**config.mk**
```make
export PLATFORM = sky130hd
export DESIGN_NAME = figure_sorter
export DESIGN_NICKNAME = d
export VERILOG_FILES = /design/src/rtl/figure_sorter_pkg.sv /design/src/rtl/figure_sorter_cell_cmp_swap.sv /design/src/rtl/figure_sorter.sv
export SDC_FILE = /design/constraint.sdc
export NUM_CORES = 1
export LEC_CHECK = 0
export CORE_UTILIZATION = 57
export DETAILED_ROUTE_END_ITERATION = 12
export PLACE_DENSITY = 0.88
export SLEW_MARGIN = 20
export SYNTH_ARGS = -nofsm -noshare
export SYNTH_HDL_FRONTEND = slang
export SYNTH_SLANG_ARGS = --single-unit
export TNS_END_PERCENT = 5
```
**constraint.sdc**
```tcl
create_clock -name clk -period 12.8 [get_ports clk]
set_input_delay 2.56 -clock clk [delete_from_list [all_inputs] [get_ports clk]]
set_output_delay 2.56 -clock clk [all_outputs]
set_load 0.005 [all_outputs]
```
**src/rtl/figure_sorter_pkg.sv**
```systemverilog
// rtl/figure_sorter_pkg.sv - shared tetris figure codes, FSM states and sorter defaults
package figure_sorter_pkg;

  localparam int DEF_WIDTH = 8;
  localparam int DEF_CELLS = 4;

  localparam int FIG_I = 0;
  localparam int FIG_O = 1;
  localparam int FIG_T = 2;
  localparam int FIG_S = 3;
  localparam int FIG_Z = 4;
  localparam int FIG_J = 5;
  localparam int FIG_L = 6;

  typedef enum logic [1:0] {
    IDLE = 2'd0,
    SORT = 2'd1,
    DONE = 2'd2
  } state_e;

  localparam logic [1:0] ST_IDLE = 2'd0;
  localparam logic [1:0] ST_SORT = 2'd1;
  localparam logic [1:0] ST_DONE = 2'd2;

endpackage

```
**src/rtl/figure_sorter_cell_cmp_swap.sv**
```systemverilog
// rtl/figure_sorter_cell_cmp_swap.sv - one compare-exchange of two (x, y) cells on key {y, x}
module cell_cmp_swap #(
  parameter int WIDTH = 8
) (
  input  logic             i_en,
  input  logic [WIDTH-1:0] i_lo_x,
  input  logic [WIDTH-1:0] i_lo_y,
  input  logic [WIDTH-1:0] i_hi_x,
  input  logic [WIDTH-1:0] i_hi_y,
  output logic [WIDTH-1:0] o_lo_x,
  output logic [WIDTH-1:0] o_lo_y,
  output logic [WIDTH-1:0] o_hi_x,
  output logic [WIDTH-1:0] o_hi_y
);

  logic w_swap;

  // Strict compare keeps equal keys in place, which makes the whole sort stable.
  assign w_swap = i_en && ({i_lo_y, i_lo_x} > {i_hi_y, i_hi_x});

  assign o_lo_x = w_swap ? i_hi_x : i_lo_x;
  assign o_lo_y = w_swap ? i_hi_y : i_lo_y;
  assign o_hi_x = w_swap ? i_lo_x : i_hi_x;
  assign o_hi_y = w_swap ? i_lo_y : i_hi_y;

endmodule

```
**src/rtl/figure_sorter.sv**
```systemverilog
// rtl/figure_sorter.sv - odd-even transposition sort of figure cells into row-major order
module figure_sorter
  import figure_sorter_pkg::*;
#(
  parameter int WIDTH = DEF_WIDTH,
  parameter int CELLS = DEF_CELLS
) (
  input  logic                   clk,
  input  logic                   rst_n,
  input  logic                   in_valid,
  output logic                   in_ready,
  input  logic                   sort_en,
  input  logic [WIDTH-1:0]       figure,
  input  logic [CELLS*WIDTH-1:0] rho_x,
  input  logic [CELLS*WIDTH-1:0] rho_y,
  output logic                   out_valid,
  input  logic                   out_ready,
  output logic [WIDTH-1:0]       out_figure,
  output logic [CELLS*WIDTH-1:0] out_rho_x,
  output logic [CELLS*WIDTH-1:0] out_rho_y,
  output logic [WIDTH-1:0]       min_x,
  output logic [WIDTH-1:0]       max_x,
  output logic [WIDTH-1:0]       min_y,
  output logic [WIDTH-1:0]       max_y,
  output logic                   dup
);

  localparam int PW = $clog2(CELLS) + 1;

  logic [1:0]                        r_state;
  logic [PW-1:0]                     r_phase;
  logic                              r_sort_en;
  logic [WIDTH-1:0]                  r_fig;
  logic [CELLS-1:0][WIDTH-1:0]       r_x;
  logic [CELLS-1:0][WIDTH-1:0]       r_y;

  logic [CELLS-2:0][WIDTH-1:0]       w_lo_x, w_lo_y, w_hi_x, w_hi_y;
  logic [CELLS-1:0][WIDTH-1:0]       w_nx, w_ny;
  logic [WIDTH-1:0]                  w_min_x, w_max_x, w_min_y, w_max_y;
  logic                              w_dup;

  // Pair p joins the phase whose parity equals p's parity.
  for (genvar p = 0; p < CELLS - 1; p++) begin : g_pair
    localparam logic PPAR = 1'(p % 2);
    cell_cmp_swap #(.WIDTH(WIDTH)) u_cmp_swap (
      .i_en   (r_sort_en && (r_phase[0] == PPAR)),
      .i_lo_x (r_x[p]),
      .i_lo_y (r_y[p]),
      .i_hi_x (r_x[p+1]),
      .i_hi_y (r_y[p+1]),
      .o_lo_x (w_lo_x[p]),
      .o_lo_y (w_lo_y[p]),
      .o_hi_x (w_hi_x[p]),
      .o_hi_y (w_hi_y[p])
    );
  end

  // Cell j is the low side of pair j or the high side of pair j-1, never both in one phase.
  for (genvar j = 0; j < CELLS; j++) begin : g_next
    localparam logic JPAR = 1'(j % 2);
    if (j == 0) begin : g_first
      assign w_nx[j] = (r_phase[0] == JPAR) ? w_lo_x[j] : r_x[j];
      assign w_ny[j] = (r_phase[0] == JPAR) ? w_lo_y[j] : r_y[j];
    end else if (j == CELLS - 1) begin : g_last
      assign w_nx[j] = (r_phase[0] != JPAR) ? w_hi_x[j-1] : r_x[j];
      assign w_ny[j] = (r_phase[0] != JPAR) ? w_hi_y[j-1] : r_y[j];
    end else begin : g_mid
      assign w_nx[j] = (r_phase[0] == JPAR) ? w_lo_x[j] : w_hi_x[j-1];
      assign w_ny[j] = (r_phase[0] == JPAR) ? w_lo_y[j] : w_hi_y[j-1];
    end
  end

  // Bypass also spends one cycle in SORT (swaps disabled) so its result lands one edge after accept.
  always_ff @(posedge clk or negedge rst_n) begin
    if (!rst_n) begin
      r_state   <= ST_IDLE;
      r_phase   <= '0;
      r_sort_en <= 1'b0;
      r_fig     <= '0;
      r_x       <= '0;
      r_y       <= '0;
    end else begin
      case (r_state)
        ST_IDLE: begin
          if (in_valid) begin
            r_fig     <= figure;
            r_x       <= rho_x;
            r_y       <= rho_y;
            r_sort_en <= sort_en;
            r_phase   <= '0;
            r_state   <= ST_SORT;
          end
        end
        ST_SORT: begin
          r_x     <= w_nx;
          r_y     <= w_ny;
          r_phase <= r_phase + PW'(1);
          if (!r_sort_en || (r_phase == PW'(CELLS - 1))) begin
            r_state <= ST_DONE;
          end
        end
        ST_DONE: begin
          if (out_ready) begin
            r_state <= ST_IDLE;
          end
        end
        default: r_state <= ST_IDLE;
      endcase
    end
  end

  always_comb begin
    w_min_x = r_x[0];
    w_max_x = r_x[0];
    w_min_y = r_y[0];
    w_max_y = r_y[0];
    w_dup   = 1'b0;
    for (int i = 1; i < CELLS; i++) begin
      if (r_x[i] < w_min_x) w_min_x = r_x[i];
      if (r_x[i] > w_max_x) w_max_x = r_x[i];
      if (r_y[i] < w_min_y) w_min_y = r_y[i];
      if (r_y[i] > w_max_y) w_max_y = r_y[i];
    end
    for (int a = 0; a < CELLS - 1; a++) begin
      for (int b = a + 1; b < CELLS; b++) begin
        if ((r_x[a] == r_x[b]) && (r_y[a] == r_y[b])) w_dup = 1'b1;
      end
    end
  end

  assign in_ready   = (r_state == ST_IDLE);
  assign out_valid  = (r_state == ST_DONE);
  assign out_figure = r_fig;
  assign out_rho_x  = r_x;
  assign out_rho_y  = r_y;
  assign min_x      = w_min_x;
  assign max_x      = w_max_x;
  assign min_y      = w_min_y;
  assign max_y      = w_max_y;
  // The zeroed reset cells all coincide, so the flag is only meaningful with a result present.
  assign dup        = out_valid && w_dup;

endmodule

```
==> flow_metrics.tcl, run 1 <==
set metrics [dict create \
    synth_nets 1285 \
    fin_tns_setup_ps 0 \
    ys_warn_count 0 \
    synth_seq_area_share_pct 22.3 \
    grt_pass1_wl_um 47500 \
    critical_path.endpoint_type "primary output" \
    drive_gt1_share_pct 5.47 \
    grt_max_degree 72 \
    dpl.hpwl_um 23000 \
    die_w_um 126 \
    worstReg2RegStart "out_rho_y[17]$_DFFE_PN0P_" \
    io_pins 184 \
    detail-route-antenna-nets 0 \
    setup_viol 0 \
    required_ps 10240 \
    critPathArrivalTime_ps 7190 \
    slew_viol_final 0 \
    clockBufferDepth 2 \
    die_area_um2 15900 \
    routed_via_density 6.49 \
    cts.reportedPaths.clkPinSlew_ps 70 \
    place_ws_ps 3610 \
    synth-edff-count 0 \
    htree_levels 3 \
    dr.pass1.iters 7 \
    skew_ps 12.9 \
    core_um2 14800 \
    cp-startpoint "out_rho_y[5]$_DFFE_PN0P_" \
    min_from "out_figure[2]$_DFFE_PN0P_" \
    hold_end "out_figure[2]$_DFFE_PN0P_" \
    grt_pass1_vias 8607 \
    setup_ws_ps 3050 \
    hold_path_class "reg2reg" \
    hold_depth 2 \
    synthFlopType "dfrtp_1" \
    critPathLaunchType "flip-flop" \
    period_needed_ps 9750 \
    antenna_found_initial 0 \
    nets 1420 \
    worstMarginPinSlew_ps 1060 \
    worstSetupPathType "reg2out" \
    syn-cell-area_um2 8770 \
    insertion_delay_ps 360 \
    status "finished clean" \
    initial_core_util_pct 59.4 \
    clock-sinks 78 \
    path_max_fanout 22 \
    drt_iter0_markers 942 \
    max_freq_mhz 103 \
    cts_hold_buffers 0 \
    hold_viol 0 \
    r2r-end "out_rho_y[9]$_DFFE_PN0P_" \
    vias 9132 \
    wl_um 31100 \
    synth.avg_cell_area_um2 8.09 \
    diodes 0 \
    ys_seq_elements 78 \
    synthArstFlopShare_pct 100 \
    dieHeight_um 126 \
    ctsResizeCount 0 \
    remaining_drc_errors 0 \
    cts_buffers 9 \
    rows 44 \
    root_buffer "clkbuf_16" \
    place_congestion 1.03 \
    area_growth_pct 24.8 \
    wire_per_inst_um 22.1 \
    post_cts_buffers 0 \
    rr_worst_depth 10 \
    slew_headroom_pct 29.1 \
    portBuffers 183 \
    grt_usage_pct 38.7 \
    ff2ff_setup_slack_ps 8850 \
    finalCritPeriodShare_pct 76.2 \
    cts_tree "built" \
    yosysUniqueCellTypes 61 \
    utilization_pct 74.1 \
    fillers 1138 \
    grt_overflow 0 \
    synthCells 1084 \
    cap_violations 0 \
    grt_setup_unrepaired "no" \
]
-- registers in the layout, summed over array words and instances (netlist names) --
| register | flops |
|---|---|
| out_figure | 8 |
| out_rho_x | 32 |
| out_rho_y | 32 |
| r_phase | 3 |
| r_sort_en | 1 |
| r_state | 2 |
-- cell families (layout without fill, tap and decap cells) --
kind of cell / count (synthesis) / count (layout) / share of synthesized area [%]
DFF: 78 / 78 / 22.3
adders and majority gates: 124 / 124 / 17.7
AOI/OAI and AO/OA: 292 / 292 / 20.2
muxes: 119 / 119 / 14.3
buffers and inverters: 145 / 285 / 6.52
xor gates and xnor gates: 48 / 48 / 4.80
and+or+nand+nor: 278 / 278 / 14.3
-- area by class of cell --
| cell class | count | area (um2) | share of cell area, % |
|---|---|---|---|
| clock buffer | 11 | 253 | 2.31 |
| clock inverter | 5 | 65.1 | 0.595 |
| inverter | 82 | 308 | 2.81 |
| multi-input combinational | 861 | 6270 | 57.3 |
| sequential | 78 | 1950 | 17.9 |
| tap | 184 | 230 | 2.10 |
| timing repair buffer | 187 | 1860 | 17.0 |
-- worst max-delay path by stage --
stage	depth (start not counted)	endpoint	slack, ps
after floorplan	27	max_y[0]	4830
after global placement	25	max_y[0]	3730
after detailed placement	22	max_x[1]	3610
after CTS	22	max_x[1]	3200
after global routing	25	max_y[2]	2680
final	25	max_y[2]	3050
-- layer usage --
metal	routed length, um	vias to the layer above	GRT usage [%]
li1	-	4106	-
met1	13000	4268	52.7
met2	13200	622	58.7
met3	3440	136	8.62
met4	1400	0	17.0
met5	0	-	0
-- synthesized netlist by cell type (all sizes together), types with 18 or more instances --
cell / n / area share [%]
mux2i: 94 / 11
mux2: 25 / 3.6
ha: 124 / 18
dfrtp: 78 / 22
xor2: 32 / 3.2
nor2: 144 / 6.2
o21ai: 56 / 3.3
nand2: 51 / 2.2
inv: 82 / 3.5
nand2b: 18 / 1.3
a21oi: 159 / 9.1
nand4: 22 / 1.6
clkbuf: 51 / 2.2
-- metrics by stage --
stage | area, um2 | hold WS [ps] | instances
after floorplan | 8770 | 450 | 1084
after global placement | 10600 | 458 | 1392
after detailed placement | 10600 | 469 | 1392
after CTS | 10900 | 488 | 1408
after global routing | 10900 | 503 | 1408
final | 10900 | 482 | 1408
-- layout by cell type, fill, tap and decap left out, types with 5 or more instances in the layout --
cell	n
ha_1	124
clkbuf_16	9
o21bai_1	5
a211oi_1	9
dfrtp_1	77
mux2i_1	94
nand4_1	22
nand2_1	50
buf_4	5
o21a_1	5
a21o_1	12
a31oi_1	9
nor2_1	142
nor2b_1	6
xor2_1	32
nand2b_1	17
mux2_2	16
nor4_1	13
nand3_1	6
a21oi_1	158
xnor2_1	16
mux2_4	8
o21ai_0	43
a22o_1	6
inv_1	82
clkdlybuf4s50_1	182
o21ai_1	9
nor3_1	9
-- critical path: stages, from the launching register on --
cell             delay, ps
dfrtp_1                570
inv_1                  110
ha_1                   360
a211oi_2               220
nor2_2                  90
nor2_1                 170
nand2_1                420
and2_1                 400
a21oi_1                390
ha_1                   330
nand4_1                160
nor2_1                  70
or2_2                  290
or4_4                  440
o311ai_4               210
mux2_4                 380
ha_1                   290
nor2b_1                140
o21a_1                 110
o21ai_0                 70
nand2b_1                70
a21oi_1                 60
o21ai_0                170
o31a_1                 460
mux2i_1                280
clkdlybuf4s50_1        570
Power of run 1 is not shown: default switching activity piles up to over one toggle a cycle in this logic, so the estimate is an artifact.
==> run 2, diff against run 1 <==
Settings changed: CORE_UTILIZATION 57 to 48, PLACE_DENSITY 0.88 to 0.79.
Clock period 12.8 ns to 8.7 ns, I/O delays scaled along.
==> run 2 against run 1 <==
Effect of this change: flip-flop and latch count unchanged; critical endpoint is now max_y[5]; register-to-register slack lost 4200 ps; setup slack worse by 2600 ps; critical path type unchanged; non-clock buffer count is 4 higher; hold slack worse by 1.7 ps; cell count is 3.5% higher.
==> flow_metrics.tcl, run 2 (synthesis results as in run 1) <==
set metrics [dict create \
    area_growth_pct 25.6 \
    clock-sinks 78 \
    cts_tree "built" \
    rows 49 \
    max_freq_mhz 121 \
    diodes 0 \
    grt_max_degree 77 \
    worstSetupPathType "reg2out" \
    place_congestion 1.04 \
    critical_path.endpoint_type "primary output" \
    core_um2 17900 \
    remaining_drc_errors 0 \
    grt_overflow 0 \
    skew_ps 13.1 \
    slew_headroom_pct 23.4 \
    wl_um 31300 \
    wire_per_inst_um 21.5 \
    hold_path_class "reg2reg" \
    critPathLaunchType "flip-flop" \
    grt_usage_pct 34.2 \
    initial_core_util_pct 49.0 \
    place_area_um2 10700 \
    cts_hold_buffers 0 \
    mostFrequentLayoutCell "clkdlybuf4s50_1" \
    drt_iter0_markers 675 \
    die_w_um 137 \
    cap_violations 0 \
    routed_via_density 6.09 \
    post_cts_buffers 0 \
    dpl.hpwl_um 23600 \
    vias 8879 \
    critPathArrivalTime_ps 6510 \
    slew_viol_final 0 \
    dieHeight_um 137 \
    root_buffer "clkbuf_16" \
    period_needed_ps 8250 \
    path_max_fanout 14 \
    dr.pass1.iters 6 \
    cts_buffers 9 \
    insertion_delay_ps 360 \
    clockBufferDepth 2 \
    antenna_found_initial 0 \
    final_area_um2 11000 \
    htree_levels 3 \
    status "finished clean" \
    grt_pass1_wl_um 48000 \
    detail-route-antenna-nets 0 \
    fillers 1614 \
    cts.reportedPaths.clkPinSlew_ps 70 \
    worstMarginPinSlew_ps 1150 \
    io_pins 184 \
    drive_gt1_share_pct 5.86 \
    die_area_um2 18800 \
    fin_tns_setup_ps 0 \
    nets 1424 \
    portBuffers 183 \
    setup_viol 0 \
    hold_viol 0 \
    finalCritPeriodShare_pct 94.9 \
    grt_setup_unrepaired "no" \
    required_ps 6960 \
    grt_pass1_vias 8631 \
    layout_common_cells "clkdlybuf4s50_1, a21oi_1, nor2_1" \
]
run 2: cell types whose count changed in the layout (fill, tap and decap cells not counted):
| cell | change |
|---|---|
| nand2_1 | -1 |
| a21oi_2 | -1 |
| nand2_2 | +1 |
| clkinv_4 | -1 |
| a21oi_1 | +1 |
| a211oi_2 | +1 |
| a211oi_1 | -1 |
| clkbuf_1 | +1 |
| clkinvlp_4 | +2 |
| o31a_1 | -1 |
| buf_4 | +4 |
| clkbuf_8 | -2 |
| o31a_2 | +1 |
run 2: path summary, 6_finish.rpt:
path | startpoint | to | slack [ps] | cells after the start
worst max-delay path | out_rho_y[1]$_DFFE_PN0P_ | max_y[5] | 450 | 25
worst min-delay path | out_figure[1]$_DFFE_PN0P_ | out_figure[1]$_DFFE_PN0P_ | 480 | 2
worst max register to register | out_rho_y[17]$_DFFE_PN0P_ | out_rho_y[13]$_DFFE_PN0P_ | 4680 | 10
worst min register to register | out_figure[1]$_DFFE_PN0P_ | out_figure[1]$_DFFE_PN0P_ | 480 | 2
max in group asynchronous | rst_n | r_phase[0]$_DFFE_PN0P_ | 6340 | 2
min in group asynchronous | rst_n | out_rho_y[17]$_DFFE_PN0P_ | 1340 | 1
run 2: timing repair:
action | CTS | global route
resized for setup | 0 | 3
endpoints found under the hold margin | 0 | 0
endpoints found under the setup margin | 0 | 19
run 2: worst max-delay path, cell delays in order (launching register included):
cell and delay [ps]:
dfrtp_1 540, inv_1 110, ha_1 330, nand2b_1 60, a21oi_1 210, o21ai_0 140, nand2_2 240, and2_1 340
mux2_2 390, ha_1 270, nand3_1 80, nor2_1 60, or2_2 290, or4_4 430, o311ai_4 210, mux2_4 370
ha_1 300, nor2b_1 150, o21a_1 110, o21ai_0 70, nand2b_1 80, a21oi_1 60, o21ai_0 160, o31a_2 330
mux2i_1 290, clkdlybuf4s50_1 540
run 2: area by class of cell:
class                           count  area (um2)  area share, %
Clock buffer                       10         229           2.08
Clock inverter                      6        71.3          0.648
Inverter                           82         308           2.80
Multi-Input combinational cell    861        6270           57.0
Sequential cell                    78        1950           17.7
Tap cell                          229         287           2.60
Timing Repair Buffer              191        1890           17.2
run 2: stage by stage:
step	utilization [%]	hold WS, ps	setup slack [ps]	cells
floorplan	-	450	1550	1084
global placement	59.7	458	760	1441
detailed placement	59.7	465	602	1441
CTS	61.4	482	184	1457
global route	61.5	515	56.8	1457
finish	61.5	481	446	1457
run 2: layer usage:
layer / vias up / wire length (um) / track usage, %
li1: 4108 / - / -
met1: 4213 / 12900 / 42.0
met2: 444 / 14400 / 56.6
met3: 114 / 2320 / 5.74
met4: 0 / 1720 / 19.5
met5: - / 0 / 0
Power of run 2 is left out for the same reason.
==> run 3, diff against run 2 <==
Settings changed: CORE_UTILIZATION 48 to 57, PLACE_DENSITY 0.79 to 0.88.
Clock period 8.7 ns to 10.5 ns, I/O delays scaled along.
==> run 3 against run 2 <==
Effect of this change: critical path depth down 2; cell count down 3.5%; via count rose by 2.3%; setup slack improved by 770 ps; hold slack got worse by 5.7 ps; sequential share of layout area increased by 0.14 points; global-route usage increased by 4.1 points; die area down 16%; core utilization increased by 13 points; routed wire length fell by 2.9%; flip-flop and latch count stayed put; register-to-register slack improved by 1700 ps; largest cell class unchanged; highest routed layer unchanged.
==> flow_metrics.tcl, run 3 (synthesis results as in run 1) <==
set metrics [dict create \
    diodes 0 \
    insertion_delay_ps 360 \
    drive_gt1_share_pct 5.24 \
    cts_buffers 9 \
    use_met3_pct 8.45 \
    dr.pass1.iters 5 \
    layout_common_cells "clkdlybuf4s50_1, a21oi_1, nor2_1" \
    slew_headroom_pct 25.2 \
    skew_ps 9.64 \
    top_usage_layer "met2" \
    critical_path.endpoint_type "primary output" \
    cp-startpoint "out_rho_x[6]$_DFFE_PN0P_" \
    slew_viol_final 0 \
    core_um2 14800 \
    setup_ws_ps 1220 \
    clock-sinks 78 \
    root_buffer "clkbuf_16" \
    cts_tree "built" \
    place_area_um2 10600 \
    routed_via_density 6.46 \
    multi_input_area_um2 6270 \
    hold_viol 0 \
    remaining_drc_errors 0 \
    worstSetupPathType "reg2out" \
    finalCritPeriodShare_pct 88.4 \
    die_area_um2 15900 \
    status "finished clean" \
    mostFrequentLayoutCell "clkdlybuf4s50_1" \
    met1_usage_pct 54.1 \
    cts_hold_buffers 0 \
    met2_usage_pct 57.8 \
    critPathLaunchType "flip-flop" \
    grt_setup_unrepaired "no" \
    period_needed_ps 9280 \
    final_area_um2 10900 \
    fillers 1105 \
    place_ws_ps 1800 \
    fin_tns_setup_ps 0 \
    antenna_found_initial 0 \
    detail-route-antenna-nets 0 \
    portBuffers 183 \
    die_w_um 126 \
    rows 44 \
    worstMarginPinSlew_ps 1120 \
    nets 1418 \
    slowest_delay_ps 820 \
    cpLargestDelayFamily "compound AO/OA/AOI/OAI gates" \
    hold_path_class "reg2reg" \
    min_from "out_figure[7]$_DFFE_PN0P_" \
    post_cts_buffers 0 \
    crit_path_frequent_cell "ha_1" \
    setup_viol 0 \
    htree_levels 3 \
    vias 9086 \
    clockBufferDepth 2 \
    dieHeight_um 126 \
    grt_max_degree 104 \
    grt_pass1_wl_um 47500 \
    initial_core_util_pct 59.4 \
    wire_per_inst_um 21.6 \
    dpl.hpwl_um 22600 \
    ctsResizeCount 0 \
    crit_buf_inv 3 \
    grt_overflow 0 \
    path_max_fanout 15 \
    cts.reportedPaths.clkPinSlew_ps 60 \
    critPathArrivalTime_ps 7180 \
    slowest_stage "a21oi_1" \
    grt_pass1_vias 8656 \
    io_pins 184 \
    drt_iter0_markers 1081 \
    place_congestion 1.02 \
    max_freq_mhz 108 \
    area_growth_pct 24.6 \
    seq_area_um2 1950 \
    cap_violations 0 \
    required_ps 8400 \
    grt_usage_pct 38.3 \
    cp_cell_sequence "inv_1 > ha_1 > nand4_1 > nand2b_1 > o22ai_4 > mux2i_1 > inv_1 > ha_1 > nand4_1 > nor2_1 > a211oi_1 > nor2_1 > a211oi_2 > nand2_1 > o21ai_0 > ha_1 > o21ai_0 > a21oi_1 > o21bai_1 > a21oi_1 > a31oi_1 > a22o_1 > clkdlybuf4s50_1" \
    worstReg2RegStart "out_rho_x[25]$_DFFE_PN0P_" \
    wl_um 30400 \
]
-- run 3: worst paths after layout --
check | end | slack, ps | depth (start not counted)
min in group asynchronous | out_rho_x[16]$_DFFE_PN0P_ | 1740 | 1
max in group asynchronous | r_phase[0]$_DFFE_PN0P_ | 8130 | 1
worst max-delay path | max_x[5] | 1220 | 23
worst max register to register | out_rho_y[16]$_DFFE_PN0P_ | 6350 | 8
worst min register to register | out_figure[7]$_DFFE_PN0P_ | 470 | 2
worst min-delay path | out_figure[7]$_DFFE_PN0P_ | 470 | 2
-- run 3: tightest hold or removal path: cells and delay by family, from the launching register on --
| family | cells | cell delay (ps) |
|---|---|---|
| DFF | 1 | 340 |
| and+or+nand+nor | 2 | 100 |
-- run 3: through the flow --
stage / util (%) / hold slack (ps) / instances
final: 74.0 / 475 / 1406
after floorplan: - / 450 / 1084
after detailed placement: 71.8 / 462 / 1390
after global placement: 71.8 / 458 / 1390
after CTS: 74.0 / 478 / 1406
after global routing: 74.0 / 505 / 1406
-- run 3: area by class of cell --
class	instances	area share [%]
inverters	82	2.82
clock inverters	5	0.596
well taps	184	2.11
repair buffers	185	16.9
clock buffers	11	2.31
multi-input cells	861	57.4
flip-flops and latches	78	17.9
-- run 3: per-layer routing --
metal  wire [um]  part of all wire (%)  vias to the layer above
met2       13300                    44                      634
li1            -                     -                     4098
met1       12600                    41                     4272
met4         911                   3.0                        0
met3        3560                    12                       82
met5           0                     0                        -
Power of run 3 is left out for the same reason.
